<file path="src/rtl/booth_mult_32.sv">
// Sequential signed 32x32 radix-2 Booth multiplier; 32-cycle latency (1..32 with BOOTH_EARLY_TERM_EN).
// Backpressure: start is ignored while busy; hi/lo hold the previous product until the done pulse.
module booth_mult_32 (
    input  logic        clk,
    input  logic        rst_n,
    input  logic        start,
    input  logic [31:0] multiplicand,
    input  logic [31:0] multiplier,
    output logic        busy,
    output logic        done,
    output logic [31:0] hi,
    output logic [31:0] lo
);

    localparam logic ST_IDLE = 1'b0;
    localparam logic ST_RUN  = 1'b1;

    logic        state_q, state_d;
    logic        armed_q;
    logic [31:0] m_q, m_d;
    logic [31:0] q_q, q_d;
    logic [32:0] a_q, a_d;
    logic        qm1_q, qm1_d;
    logic [5:0]  cnt_q, cnt_d;
    logic [31:0] hi_q, hi_d;
    logic [31:0] lo_q, lo_d;
    logic        done_q, done_d;

    logic [32:0] addend;
    logic        cin;
    logic [32:0] sum;
    logic [32:0] a_nxt;
    logic [31:0] q_nxt;
    logic        early_term;
    logic [63:0] early_prod;

    // A[32] stays a copy of A[31] between iterations, so {A[31:0], Q} carries the full sign.
`ifdef BOOTH_EARLY_TERM_EN
    logic [31:0] rem_mask;
    logic [5:0]  rem_k;
    assign rem_mask   = 32'hFFFF_FFFF >> cnt_q;
    assign rem_k      = 6'd32 - cnt_q;
    assign early_term = ((q_q ^ {32{qm1_q}}) & rem_mask) == 32'd0;
    assign early_prod = $signed({a_q[31:0], q_q}) >>> rem_k;
`else
    assign early_term = 1'b0;
    assign early_prod = 64'd0;
`endif

    always_comb begin
        addend = 33'd0;
        cin    = 1'b0;
        case ({q_q[0], qm1_q})
            2'b10: begin
                addend = ~{m_q[31], m_q};
                cin    = 1'b1;
            end
            2'b01:   addend = {m_q[31], m_q};
            default: addend = 33'd0;
        endcase
        sum   = a_q + addend + {32'd0, cin};
        a_nxt = {sum[32], sum[32:1]};
        q_nxt = {sum[0], q_q[31:1]};
    end

    always_comb begin
        state_d = state_q;
        m_d     = m_q;
        q_d     = q_q;
        a_d     = a_q;
        qm1_d   = qm1_q;
        cnt_d   = cnt_q;
        hi_d    = hi_q;
        lo_d    = lo_q;
        done_d  = 1'b0;
        case (state_q)
            ST_IDLE: begin
                if (start && armed_q) begin
                    m_d     = multiplicand;
                    q_d     = multiplier;
                    a_d     = 33'd0;
                    qm1_d   = 1'b0;
                    cnt_d   = 6'd0;
                    state_d = ST_RUN;
                end
            end
            default: begin
                if (early_term) begin
                    hi_d    = early_prod[63:32];
                    lo_d    = early_prod[31:0];
                    done_d  = 1'b1;
                    cnt_d   = 6'd0;
                    state_d = ST_IDLE;
                end else begin
                    a_d   = a_nxt;
                    q_d   = q_nxt;
                    qm1_d = q_q[0];
                    cnt_d = cnt_q + 6'd1;
                    if (cnt_q == 6'd31) begin
                        hi_d    = a_nxt[31:0];
                        lo_d    = q_nxt;
                        done_d  = 1'b1;
                        cnt_d   = 6'd0;
                        state_d = ST_IDLE;
                    end
                end
            end
        endcase
    end

    // armed_q blocks start on the first edge after reset release.
    always_ff @(posedge clk or negedge rst_n) begin
        if (!rst_n) begin
            state_q <= ST_IDLE;
            armed_q <= 1'b0;
            m_q     <= 32'd0;
            q_q     <= 32'd0;
            a_q     <= 33'd0;
            qm1_q   <= 1'b0;
            cnt_q   <= 6'd0;
            hi_q    <= 32'd0;
            lo_q    <= 32'd0;
            done_q  <= 1'b0;
        end else begin
            state_q <= state_d;
            armed_q <= 1'b1;
            m_q     <= m_d;
            q_q     <= q_d;
            a_q     <= a_d;
            qm1_q   <= qm1_d;
            cnt_q   <= cnt_d;
            hi_q    <= hi_d;
            lo_q    <= lo_d;
            done_q  <= done_d;
        end
    end

    assign busy = (state_q == ST_RUN);
    assign done = done_q;
    assign hi   = hi_q;
    assign lo   = lo_q;

endmodule

</file>
<file path="config.mk">
export PLATFORM = sky130hd
export DESIGN_NAME = booth_mult_32
export DESIGN_NICKNAME = d
export VERILOG_FILES = /design/src/rtl/booth_mult_32.sv
export SDC_FILE = /design/constraint.sdc
export NUM_CORES = 1
export LEC_CHECK = 0
export ABC_CLOCK_PERIOD_IN_PS = 4700
export BUFFER_PORTS_ARGS = -buffer_cell sky130_fd_sc_hd__buf_2
export CORE_MARGIN = 3
export CORE_UTILIZATION = 57
export CTS_CLUSTER_DIAMETER = 60
export CTS_CLUSTER_SIZE = 14
export DETAILED_ROUTE_END_ITERATION = 6
export PLACE_DENSITY_LB_ADDON = 0.12
export SYNTH_ARGS = -nofsm -noshare
export SYNTH_HDL_FRONTEND = slang
export SYNTH_SLANG_ARGS = --single-unit
</file>
<file path="constraint.sdc">
create_clock -name clk -period 4.7 [get_ports clk]
set_clock_uncertainty 0.2 [all_clocks]
set_input_delay 0.705 -clock clk [delete_from_list [all_inputs] [get_ports clk]]
set_output_delay 0.705 -clock clk [all_outputs]
set_load 0.02 [all_outputs]
</file>
; Word-level counts from Yosys, hierarchy flattened
; Cells that the tools add are included.
[word_totals]
register_bits = 171
input_bits = 67
output_inout_bits = 66
elab_cells = 38
[op_classes]
addsub = 3
n_eq_ne = 3
mux = 16
bitwise = 2
reduce_logical = 4
[op_table]
columns = op, count
row1 = two-way mux 33 bit, 2
row2 = one-hot mux 33 bit (2 select lines), 1
row3 = two-way mux 32 bit, 2
row4 = adder 33 x 1 -> 33 bit, 1
row5 = adder 33 bit, 1
row6 = inverter 33 bit, 1
row7 = two-way mux 6 bit, 3
row8 = two-way mux 1 bit, 8
row9 = adder 6 x 1 -> 6 bit (second input constant), 1
row10 = == test 6 x 5 -> 1 bit (second input constant), 1
row11 = AND reduction 2 bit, 2
row12 = == test 2 x 1 -> 1 bit (second input constant), 1
row13 = == test 2 bit (second input constant), 1
row14 = nonzero test 2 bit, 1
row15 = logical AND 1 bit, 1
row16 = inverter 1 bit, 1

; Logic depth before layout (Yosys ltp)
; Gate-level depths: netlist of run 1.
[depth]
ltp_word = 5
ltp_mapped = 14
depth_no_buf = 13

; Least setup slack after synthesis of run 1
; OpenSTA, ideal clock, no wires.
[synth_timing]
kind = register to register
start = register qm1_q
end = register hi_q[17] (netlist: hi[17])
setup_time_ns = 0.125
arrival_ns = 3.415
required_time_ns = 4.375
setup_slack_ns = 0.960
path_stages_with_launch = 15
path_buffers = 2
synth_period_minus_slack_ns = 3.740
path_cell_list = dfrtp_1 -> nor2b_1 -> clkbuf_1 -> clkbuf_1 -> a21oi_1 -> fa_1 -> inv_1 -> fa_1 -> a21o_1 -> a221o_2 -> and4_4 -> or4_4 -> a41oi_2 -> xnor2_1 -> mux2_4
[synth_via]
elab_chain_cells = 4
word_cells_on_any_way = 6
cone_classes = 2 x add/sub / 2 x eq/ne / 2 x mux
[synth_lines]
columns = item, line_no
row1 = start: declaration, 23  ; logic qm1_q, qm1_d;
row2 = start signal: assignment, 130  ; qm1_q <= qm1_d;
row3 = == test 2 x 1 -> 1 bit or == test 2 bit (tied branches), 53  ; case ({q_q[0], qm1_q})
row4 = one-hot mux 33 bit (2 select lines), 53
row5 = adder 33 bit, 61  ; sum = a_q + addend + {32'd0, cin};
row6 = adder 33 x 1 -> 33 bit (*), 61
row7 = end signal: assignment, 132  ; hi_q <= hi_d;
row8 = end: declaration, 25  ; logic [31:0] hi_q, hi_d;
; Every way passes the cells marked *; elsewhere a longest branch is shown, timed or not.
; A chain may end at the register's enable or synchronous reset.

; Final worst setup path of run 1
[layout_timing]
start = register qm1_q
end = register hi_q[21] (netlist: hi[21])
; The elaborated chain is that of the path after synthesis.

==> results of run 1 <==
==> flip-flops by register name (all words and copies together), names as in the netlist <==
name	cells
armed_q	1
done	1
lo	32
cnt_q	6
busy	1
q_q	32
m_q	32
a_q	32
hi	32
qm1_q	1
==> cell usage after synthesis (5+ instances only) <==
master    number  area, um^2
nand2_1      249       934.7
dfrtp_1      170        4254
o21ai_0      101       505.5
a21oi_1       42       210.2
clkbuf_1      42       157.7
mux2_2        41       461.7
ha_1          32       400.4
mux2i_1       32       320.3
xnor2_1       23       201.4
nor2_1        18       67.56
a21o_1        15       112.6
a22o_1        15       131.4
nand3_1       15       75.07
nand4_1       14       87.58
inv_1         10       37.54
buf_1          6       22.52
nand2b_1       6       37.54
nor3_1         6       30.03
a211o_1        5       43.79
and3_1         5       31.28
nor2b_1        5       31.28
==> metal layers <==
layer	vias up	part of all wire, %	global-route usage (%)
met4	0	1.6	7.152
met2	230	47	40.56
met1	3443	45	33.75
met5	-	0	0
li1	3477	-	-
met3	26	5.9	4.257
==> through the flow <==
stage               cells  hold WS (ns)
floorplan             927        0.2094
global placement     1208        0.2519
detailed placement   1208        0.2568
CTS                  1240        0.1585
global route         1240        0.1768
finish               1240        0.1043
==> power by group through the flow <==
stage | combinational, mW | sequential, mW | clock (mW)
floorplan | 2.64 | 2.10 | 0
global placement | 3.25 | 2.19 | 0
detailed placement | 3.31 | 2.20 | 0
CTS | 3.36 | 2.18 | 1.42
global route | 3.79 | 2.23 | 1.48
finish | 3.37 | 2.18 | 1.40
==> worst max-delay path, cell delays in order, from the launching register on <==
cell	delay, ns
dfrtp_1	0.38
nor2b_2	0.16
buf_4	0.23
nand2_1	0.10
o21ai_0	0.14
fa_1	0.45
a21o_1	0.21
a221o_2	0.39
and4_4	0.22
or4_4	0.52
a31oi_4	0.20
xnor2_1	0.11
mux2_4	0.27
==> path summary, 6_finish.rpt <==
check	slack, ns	to	cells after the start	from
setup / recovery	0.99	hi[21]	12	qm1_q
hold / removal	0.10	lo[26]	1	rst_n
setup reg to reg	0.99	hi[21]	12	qm1_q
hold reg to reg	0.27	lo[14]	2	lo[14]
max in group asynchronous	3.19	busy	2	rst_n
min in group clk	0.27	lo[14]	2	lo[14]
==> cell families (layout without fill, tap and decap cells) <==
kind of cell / count (synthesis) / count (layout) / synth area share, %
fa+ha+maj: 34 / 34 / 5.004
other cells: 1 / 1 / 0.04260
mux: 75 / 75 / 9.225
xor+xnor: 27 / 27 / 2.686
buf+inv: 60 / 189 / 2.573
flops: 170 / 170 / 48.33
compound gates: 228 / 228 / 16.29
simple gates: 332 / 332 / 15.85
==> area by class of cell <==
| cell class | count | share of cell area [%] |
|---|---|---|
| clock buffers | 21 | 4.402 |
| clock inverters | 11 | 1.333 |
| inverters | 11 | 0.4035 |
| multi-input cells | 697 | 42.34 |
| flip-flops and latches | 170 | 41.61 |
| well taps | 184 | 2.250 |
| repair buffers | 146 | 7.666 |
==> summary.md, run 1 <==
| Metric | Value |
|---|---|
| Area grow syn2layout | `16.26%` |
| Final Hold Vio Count | `0` |
| FF+latch count, synth | `170` |
| Worst-margin pin slew | `0.9641 ns` |
| Status | `complete, no violations` |
| First-pass GRT wire length | `33320 um` |
| Reg power frac | `31.4%` |
| DIE HEIGHT | `130.3 um` |
| Switching Fraction | `40.91%` |
| Initial Util | `59.44%` |
| Setup slack after layout | `0.9859 ns` |
| Cells after Synth | `927` |
| HPWL after DPL | `13960 um` |
| Multi-input logic area | `4333 um^2` |
| Drt pass-1 iters | `5` |
| CTS Buffer Depth | `2` |
| Grt total ovfl | `0` |
| Antenna diode count | `0` |
| Number of I/O port buffers | `132` |
| HP Class | `primary input to asynchronous set/reset pin` |
| TritonCTS Sinks | `170` |
| Startpoint types | `flop` |
| Int Pwr | `4.107 mW` |
| Max Slew Vio Count | `0` |
| Worst-skew pair later-pin latency | `0.43 ns` |
| Gr usage total | `24.62%` |
| Design area | `10230 um^2` |
| Max-slew headroom | `35.50%` |
| Wirelength, routed | `20410 um` |
| Synth Area per Inst | `9.495 um^2` |
| Antenna-violating nets left | `0` |
| Main flop type after synthesis | `dfrtp_1` |
| Crit Path Category | `flop to flop` |
| Die Area | `16970 um^2` |
| Post-synth cell types | `62` |
| Mapped Area | `8802 um^2` |
| Final Setup Violations | `0` |
| Max Cap Viol | `0` |
| Yosys warns | `0` |
| Area after DPL | `9647 um^2` |
| P per Cell Area | `679.3 nW/um^2` |
| Clock transition at path regs | `0.07 ns` |
| Via/cell ratio | `5.787` |
| Wire length per cell | `16.46 um` |
| Layout fillers | `1179` |
| Worst Path Max Fanout | `31` |
| Root buffer cell | `clkbuf_16` |
| Core Area | `14810 um^2` |
| Clock network power share | `20.2%` |
| Syn nets | `1028` |
| Vias in the first global route | `6795` |
| Setup WS pre-CTS | `1.018 ns` |
| F_max | `0.2692 GHz` |
| H-tree Lvls | `4` |
| Most common cell after layout, fill and taps aside | `nand2_1` |
| GPL Wtd Cong | `0.8926` |
| Die width | `130.3 um` |
| Initial DRC Count | `514` |
| Worst setup EP type | `flop` |
| Register area share after synthesis | `48.33%` |
| Post-CTS Hold Buffers | `0` |
| CTS tree | `done` |
| Vias | `7176` |
| Reg area | `4258 um^2` |
| Most frequent cells in the layout | `nand2_1 (247), dfrtp_1 (169), buf_2 (131)` |
| Setup bufs post-CTS | `0` |
| Ratio of cells with drive above 1 in the final layout | `22.44%` |
| IO Count | `133` |
| Final Core Density | `69.10%` |
| Critical Path RT | `4.81 ns` |
| Nets | `1144` |
| VDD IR-drop max | `361.5 uV` |
| Synth async-reset ratio | `100.0%` |
| Initial antenna violation count | `0` |
| Crit share post-route | `79.02%` |
| Comb power frac | `48.5%` |
| Number of remaining DRC errors | `0` |
| Post-synth EDFFs | `0` |
| Setup tns final | `0 ns` |
| Final Critical Period | `3.714 ns` |
| Row count | `44` |
| TritonCTS Buffers | `17` |
| RSZ-0062 raised after global routing | `no` |
| Resize count post-CTS | `0` |
| Crit path DAT | `3.82 ns` |
| Largest net degree at the start of global routing | `86` |
| Pleak | `4.884 nW` |
| Final Power | `6.951 mW` |
| Sw power | `2.844 mW` |
(Power assumes the default switching activity.)
==> run 2, diff against run 1 <==
Settings changed: ABC_AREA set to 1, ABC_CLOCK_PERIOD_IN_PS 4700 to 3400, CORE_UTILIZATION 57 to 52.
Clock period 4.7 ns to 3.4 ns, I/O delays scaled along.
==> summary.md, run 2 <==
| Metric | Value |
|---|---|
| Core Area | `17360 um^2 (+17%)` |
| DR WL met2 | `11140 um (+15%)` |
| Vias in the first global route | `8112 (+19%)` |
| Vias | `8266 (+15%)` |
| FF+latch count, synth | `170 (unchanged)` |
| Post-synth cell types | `35 (-44%)` |
| Most common cell after layout, fill and taps aside | `nand2_1` |
| Antenna diode count | `0 (unchanged)` |
| Hold WS | `0.06674 ns (-0.03752 ns)` |
| Die width | `139.6 um (+7.1%)` |
| Yosys warns | `0 (unchanged)` |
| Crit Path Category | `flop to flop` |
| TritonCTS Buffers | `17 (unchanged)` |
| Layout Cells excl Fill | `1624 (+31%)` |
| Adder-Cell Fraction of Synth Area | `4.747% (-0.26 points)` |
| Worst-skew pair later-pin latency | `0.44 ns (about the same)` |
| Synth async-reset ratio | `100.0% (unchanged)` |
| Initial antenna violation count | `1 (+1)` |
| Largest net degree at the start of global routing | `77 (-10%)` |
| Met3 wire len | `1374 um (+13%)` |
| Final Critical Period | `3.062 ns (-0.6522 ns)` |
| Pleak | `5.788 nW (+19%)` |
| Final Hold Vio Count | `0 (unchanged)` |
| HPWL after DPL | `17360 um (+24%)` |
| Final Setup Violations | `0 (unchanged)` |
| Initial Util | `53.45% (-6.0 points)` |
| CTS Buffer Depth | `2 (unchanged)` |
| Crit path DAT | `3.19 ns (-0.63 ns)` |
| Placed instance count | `1591 (+32%)` |
| Row count | `48 (+9.1%)` |
| Wire length per cell | `15.16 um (-7.9%)` |
| Max Cap Viol | `0 (unchanged)` |
| Setup tns final | `0 ns (unchanged)` |
| Register area share after synthesis | `45.85% (-2.5 points)` |
| Simple-Gate Fraction of Synth Area | `29.20% (+13 points)` |
| Gr usage total | `25.72% (+1.1 points)` |
| Area after DPL | `10150 um^2 (+5.2%)` |
| Area contributors post-synth | `dfrtp_1 (46%), nand2_1 (22%), inv_1 (6.4%)` |
| DIE HEIGHT | `139.6 um (+7.1%)` |
| Post-synth EDFFs | `0 (unchanged)` |
| RSZ-0062 raised after global routing | `no` |
| Ratio of cells with drive above 1 in the final layout | `14.08% (-8.4 points)` |
| Root buffer cell | `clkbuf_16` |
| Number of I/O port buffers | `132 (unchanged)` |
| TritonCTS Sinks | `170 (unchanged)` |
| Max-slew headroom | `50.96% (+15 points)` |
| VDD IR-drop max | `460.3 uV (+27%)` |
| P per Cell Area | `888.6 nW/um^2 (+31%)` |
| Status | `complete, no violations` |
| Nets | `1487 (+30%)` |
| Synth Area per Inst | `7.357 um^2 (-23%)` |
| Startpoint types | `flop` |
| Syn nets | `1362 (+32%)` |
| Area grow syn2layout | `15.70%` |
| CTS tree | `done` |
| Proportion of synthesized area in mux cells | `0% (-9.2 points)` |
| Mapped Area | `9278 um^2 (+5.4%)` |
| Leading area contributor after synthesis | `dfrtp_1` |
| DRT met1 WL | `11780 um (+28%)` |
| Synth cell count leaders | `nand2_1 (546), dfrtp_1 (170), inv_1 (159)` |
| Max Slew Vio Count | `0 (unchanged)` |
| Wirelength, routed | `24620 um (+21%)` |
| Synth Area in XOR/XNOR | `1.133% (-1.6 points)` |
| Drt pass-1 iters | `5 (unchanged)` |
| HP Class | `primary input to flop` |
| Crit share post-route | `90.06% (+11 points)` |
| Layout fillers | `1675 (+42%)` |
| Critical Path RT | `3.52 ns (-1.29 ns)` |
| Most frequent cell after synthesis | `nand2_1` |
| Number of remaining DRC errors | `0 (unchanged)` |
| Worst setup EP type | `flop` |
| Synth Area in Compound Gates | `10.13% (-6.2 points)` |
| Cells after Synth | `1261 (+36%)` |
| F_max | `0.3266 GHz (+21%)` |
| Final Power | `9.538 mW (+37%)` |
| Antenna-violating nets left | `0 (unchanged)` |
| Top cell type's share of synthesized area | `45.85% (-2.5 points)` |
| GPL Wtd Cong | `0.9516 (+6.6%)` |
| Design area | `10730 um^2 (+4.9%)` |
| Most frequent cells in the layout | `nand2_1 (546), dfrtp_1 (169), inv_1 (159)` |
| H-tree Lvls | `4 (unchanged)` |
| Worst-margin pin slew | `0.7356 ns (-0.2285 ns)` |
| IO Count | `133 (unchanged)` |
| Top sig layer | `met5` |
| Setup bufs post-CTS | `0 (unchanged)` |
| Via/cell ratio | `5.090 (-12%)` |
| First-pass GRT wire length | `40450 um (+21%)` |
| Grt total ovfl | `0 (unchanged)` |
| Main combinational cell family by area after synthesis | `simple AND/OR/NAND/NOR gates` |
| Main flop type after synthesis | `dfrtp_1` |
| Die Area | `19480 um^2 (+15%)` |
| Initial DRC Count | `599 (+17%)` |
| Worst Path Max Fanout | `22 (-29%)` |
| Clock transition at path regs | `0.07 ns (about the same)` |
==> run 2: changes by cell type after synthesis, moves of 29 or more <==
| cell | before | now |
|---|---|---|
| nand2_1 | 249 | 546 |
| mux2i_1 | 32 | 0 |
| o21ai_0 | 101 | 56 |
| inv_1 | 10 | 159 |
| o21ai_1 | 0 | 42 |
| mux2_2 | 41 | 0 |
| nand3_1 | 15 | 61 |
| nor2_1 | 18 | 47 |
==> run 2: report_power, final <==
group | total [mW] | internal, mW | switching, mW
clock | 1.91 | 0.978 | 0.934
combinational | 4.74 | 1.60 | 3.13
sequential | 2.89 | 2.57 | 0.324
==> run 2: repair_timing <==
action	4_1_cts	5_1_grt
endpoints found under the setup margin	0	0
hold buffers	1	0
gates resized for setup	0	0
endpoints found under the hold margin	64	0
==> run 2: stage by stage <==
step	util (%)	worst slack (ns)
floorplan	-	0.6822
global placement	58.48	0.4990
detailed placement	58.48	0.3944
CTS	61.84	0.3733
global route	61.84	0.05346
finish	61.84	0.3381
==> run 2: worst paths after layout <==
kind | start | end | slack [ns] | cells after the start
min in group asynchronous | rst_n | a_q[6] | 0.46 | 2
max in group asynchronous | rst_n | q_q[30] | 1.71 | 3
worst max-delay path | q_q[0] | hi[31] | 0.34 | 17
worst min-delay path | multiplicand[24] | m_q[24] | 0.07 | 3
worst max register to register | q_q[0] | hi[31] | 0.34 | 17
worst min register to register | hi[20] | hi[20] | 0.28 | 2
==> run 2: cell families after synthesis <==
| family | after synthesis |
|---|---|
| AND/OR/NAND/NOR | 678 |
| buffers and inverters | 203 |
| flip-flops | 170 |
| AO/OA/AOI/OAI | 163 |
| adder cells (fa/ha/maj) | 34 |
| XOR/XNOR | 12 |
| other | 1 |
==> run 2: area by class of cell <==
| cell class | count | area [um^2] | share of cell area, % |
|---|---|---|---|
| flip-flops and latches | 170 | 4255 | 39.64 |
| inverters | 162 | 608.1 | 5.665 |
| repair buffers | 147 | 807.0 | 7.518 |
| well taps | 225 | 281.5 | 2.623 |
| clock inverters | 15 | 148.9 | 1.387 |
| multi-input cells | 888 | 4208 | 39.20 |
| clock buffers | 17 | 425.4 | 3.963 |
==> run 2: critical path: stages (launching register included) <==
cell	delay, ns
dfrtp_1	0.40
nor2_2	0.14
buf_4	0.28
a21oi_1	0.13
fa_1	0.37
inv_1	0.13
fa_1	0.28
nand2_1	0.11
nand2_1	0.11
nand3_1	0.07
nand2_1	0.12
nand2_1	0.07
nand2_1	0.18
nand2_1	0.10
nand2_1	0.07
nand2_1	0.07
nand3_1	0.08
nand2_1	0.05
==> run 2: metal layers <==
layer  GRT usage [%]  up-vias
li1                -     4198
met1           36.48     3833
met2           40.69      205
met3           5.773       28
met4           6.221        2
met5               0        -
==> run 3, diff against run 2 <==
Settings changed: ABC_AREA 1 to not set, ABC_CLOCK_PERIOD_IN_PS 3400 to not set.
==> summary.md, run 3 (synthesis results as in run 1) <==
| Metric | Value |
|---|---|
| DIE HEIGHT | `136.1 um (-2.5%)` |
| DR WL met2 | `10280 um (-7.7%)` |
| Worst-skew pair later-pin latency | `0.43 ns (about the same)` |
| Ratio of cells with drive above 1 in the final layout | `29.22% (+15 points)` |
| Vias | `7306 (-12%)` |
| Hold WS | `0.1061 ns (+0.03935 ns)` |
| Pleak | `5.219 nW (-9.8%)` |
| Final Setup Violations | `6 (+6)` |
| Placed instance count | `1295 (-19%)` |
| Largest net degree at the start of global routing | `81 (+5.2%)` |
| Number of remaining DRC errors | `0 (unchanged)` |
| CTS tree | `done` |
| Root buffer cell | `clkbuf_16` |
| Grt total ovfl | `0 (unchanged)` |
| CP top delay family | `compound AO/OA/AOI/OAI gates` |
| Initial antenna violation count | `1 (unchanged)` |
| Antenna-violating nets left | `0 (unchanged)` |
| F_max | `0.2882 GHz (-12%)` |
| Setup slack after layout | `-0.06942 ns (-0.4075 ns)` |
| Most common cell after layout, fill and taps aside | `nand2_1` |
| Crit share post-route | `102.0% (+12 points)` |
| Most frequent cells in the layout | `nand2_1 (246), dfrtp_1 (168), buf_2 (131)` |
| Register-to-register path setup slack | `-0.07 ns (-0.41 ns)` |
| Final Core Density | `67.28% (+5.4 points)` |
| Top sig layer | `met5` |
| TritonCTS Sinks | `170 (unchanged)` |
| Startpoint types | `flop` |
| Drt pass-1 iters | `5 (unchanged)` |
| HPWL after DPL | `15030 um (-13%)` |
| Crit path DAT | `3.57 ns (+0.38 ns)` |
| Number of I/O port buffers | `132 (unchanged)` |
| Max Cap Viol | `0 (unchanged)` |
| Clock transition at path regs | `0.07 ns (about the same)` |
| First-pass GRT wire length | `35420 um (-12%)` |
| Setup tns final | `-0.2141 ns (-0.2141 ns)` |
| Vias in the first global route | `7262 (-10%)` |
| TritonCTS Buffers | `17 (unchanged)` |
| DRT met1 WL | `9561 um (-19%)` |
| Crit Path Category | `flop to flop` |
| Cell mode on critical path | `fa_2` |
| Area after DPL | `10160 um^2 (about the same)` |
| Max-slew headroom | `50.07% (-0.89 points)` |
| Final Critical Period | `3.469 ns (+0.4075 ns)` |
| Initial Util | `54.23% (+0.78 points)` |
| Via/cell ratio | `5.473 (+7.5%)` |
| IO Count | `133 (unchanged)` |
| Gr usage total | `23.94% (-1.8 points)` |
| Initial DRC Count | `379 (-37%)` |
| Antenna diode count | `0 (unchanged)` |
| CP max stage cell | `or4_4` |
| Design area | `10920 um^2 (+1.7%)` |
| R2r endpoint | `hi[21]` |
| Die Area | `18520 um^2 (-4.9%)` |
| RSZ-0062 raised after global routing | `yes` |
| Worst Path Max Fanout | `4 (-82%)` |
| CP bufs+invs | `1 (-1)` |
| Worst R2R Start | `q_q[0]` |
| GPL Wtd Cong | `0.8888 (-6.6%)` |
| Slowest Stage Delay on Critical Path | `0.52 ns (+0.12 ns)` |
| Worst-margin pin slew | `0.7490 ns (+0.01339 ns)` |
| Final Hold Vio Count | `0 (unchanged)` |
| Max Slew Vio Count | `0 (unchanged)` |
| HP Class | `primary input to flop` |
| P per Cell Area | `968.0 nW/um^2 (+8.9%)` |
| Wire length per cell | `16.02 um (+5.7%)` |
| Row count | `46 (-4.2%)` |
| Setup crit end | `hi[21]` |
| Failing checks | `setup timing` |
| Met3 wire len | `1031 um (-25%)` |
| Crit-path cells | `nand2b_4 > nor2_2 > a21oi_2 > fa_2 > inv_2 > fa_2 > a21o_1 > a221o_2 > and4_4 > or4_4 > a31oi_4 > xnor2_1 > mux2_4` |
| Layout Cells excl Fill | `1335 (-18%)` |
| Worst setup EP type | `flop` |
| Worst setup path start | `q_q[0]` |
| CP Depth | `13 (-4)` |
| Hold Crit Start | `multiplicand[13]` |
| Die width | `136.1 um (-2.5%)` |
| Critical Path RT | `3.50 ns (-0.02 ns)` |
| Core Area | `16230 um^2 (-6.5%)` |
| Wirelength, routed | `21380 um (-13%)` |
| H-tree Lvls | `4 (unchanged)` |
| CTS Buffer Depth | `2 (unchanged)` |
| Status | `complete, but fails checks` |
| VDD IR-drop max | `487.8 uV (+6.0%)` |
| Reg2reg path depth | `13 (-4)` |
| Area grow syn2layout | `24.05%` |
| Nets | `1207 (-19%)` |
==> run 3: worst min path at each step <==
stage	endpoint	slack, ns	depth (start not counted)
global placement	lo[25]	0.25	2
CTS	m_q[13]	0.09	2
global route	m_q[19]	0.09	2
detailed placement	lo[13]	0.26	2
finish	m_q[13]	0.11	2
floorplan	a_q[0]	0.01	0
==> run 3: layer usage <==
layer | vias to the layer above | GRT usage [%]
met5 | - | 0
met4 | 2 | 8.455
met3 | 43 | 4.663
met2 | 178 | 39.16
met1 | 3470 | 31.94
li1 | 3613 | -
==> run 3: cell type report <==
type                       count  area, um^2
sequential                   170        4259
clock inverter                11       85.08
fill                        1339        5311
inverter                      11       41.29
clock buffer                  21       470.5
multi-input combinational    697        4476
timing repair buffer         209        1318
tap                          216       270.3
==> run 3: per-stage QoR <==
step / power (mW) / worst slack, ns
6_report: 10.57 / -0.06942
4_1_cts: 10.26 / -0.1006
5_1_grt: 11.45 / -0.1648
3_5_place_dp: 8.341 / -0.1534
3_3_place_gp: 8.235 / -0.06632
2_1_floorplan: 6.574 / -0.2400
==> run 3: power by group <==
part	leakage [nW]	internal, mW	total, mW	switching, mW
Clock	0.273	1.00	1.84	0.832
Combinational	3.00	2.72	5.71	2.99
Sequential	1.95	2.60	3.03	0.431
Total	5.22	6.32	10.6	4.25
==> run 3: timing repair <==
item | in CTS | in global routing
hold buffers | 1 | 0
buffers inserted | 1 | 7
setup endpoints to repair | 14 | 33
resized for setup | 2 | 40
hold endpoints to repair | 78 | 0
pin swaps | 4 | 13
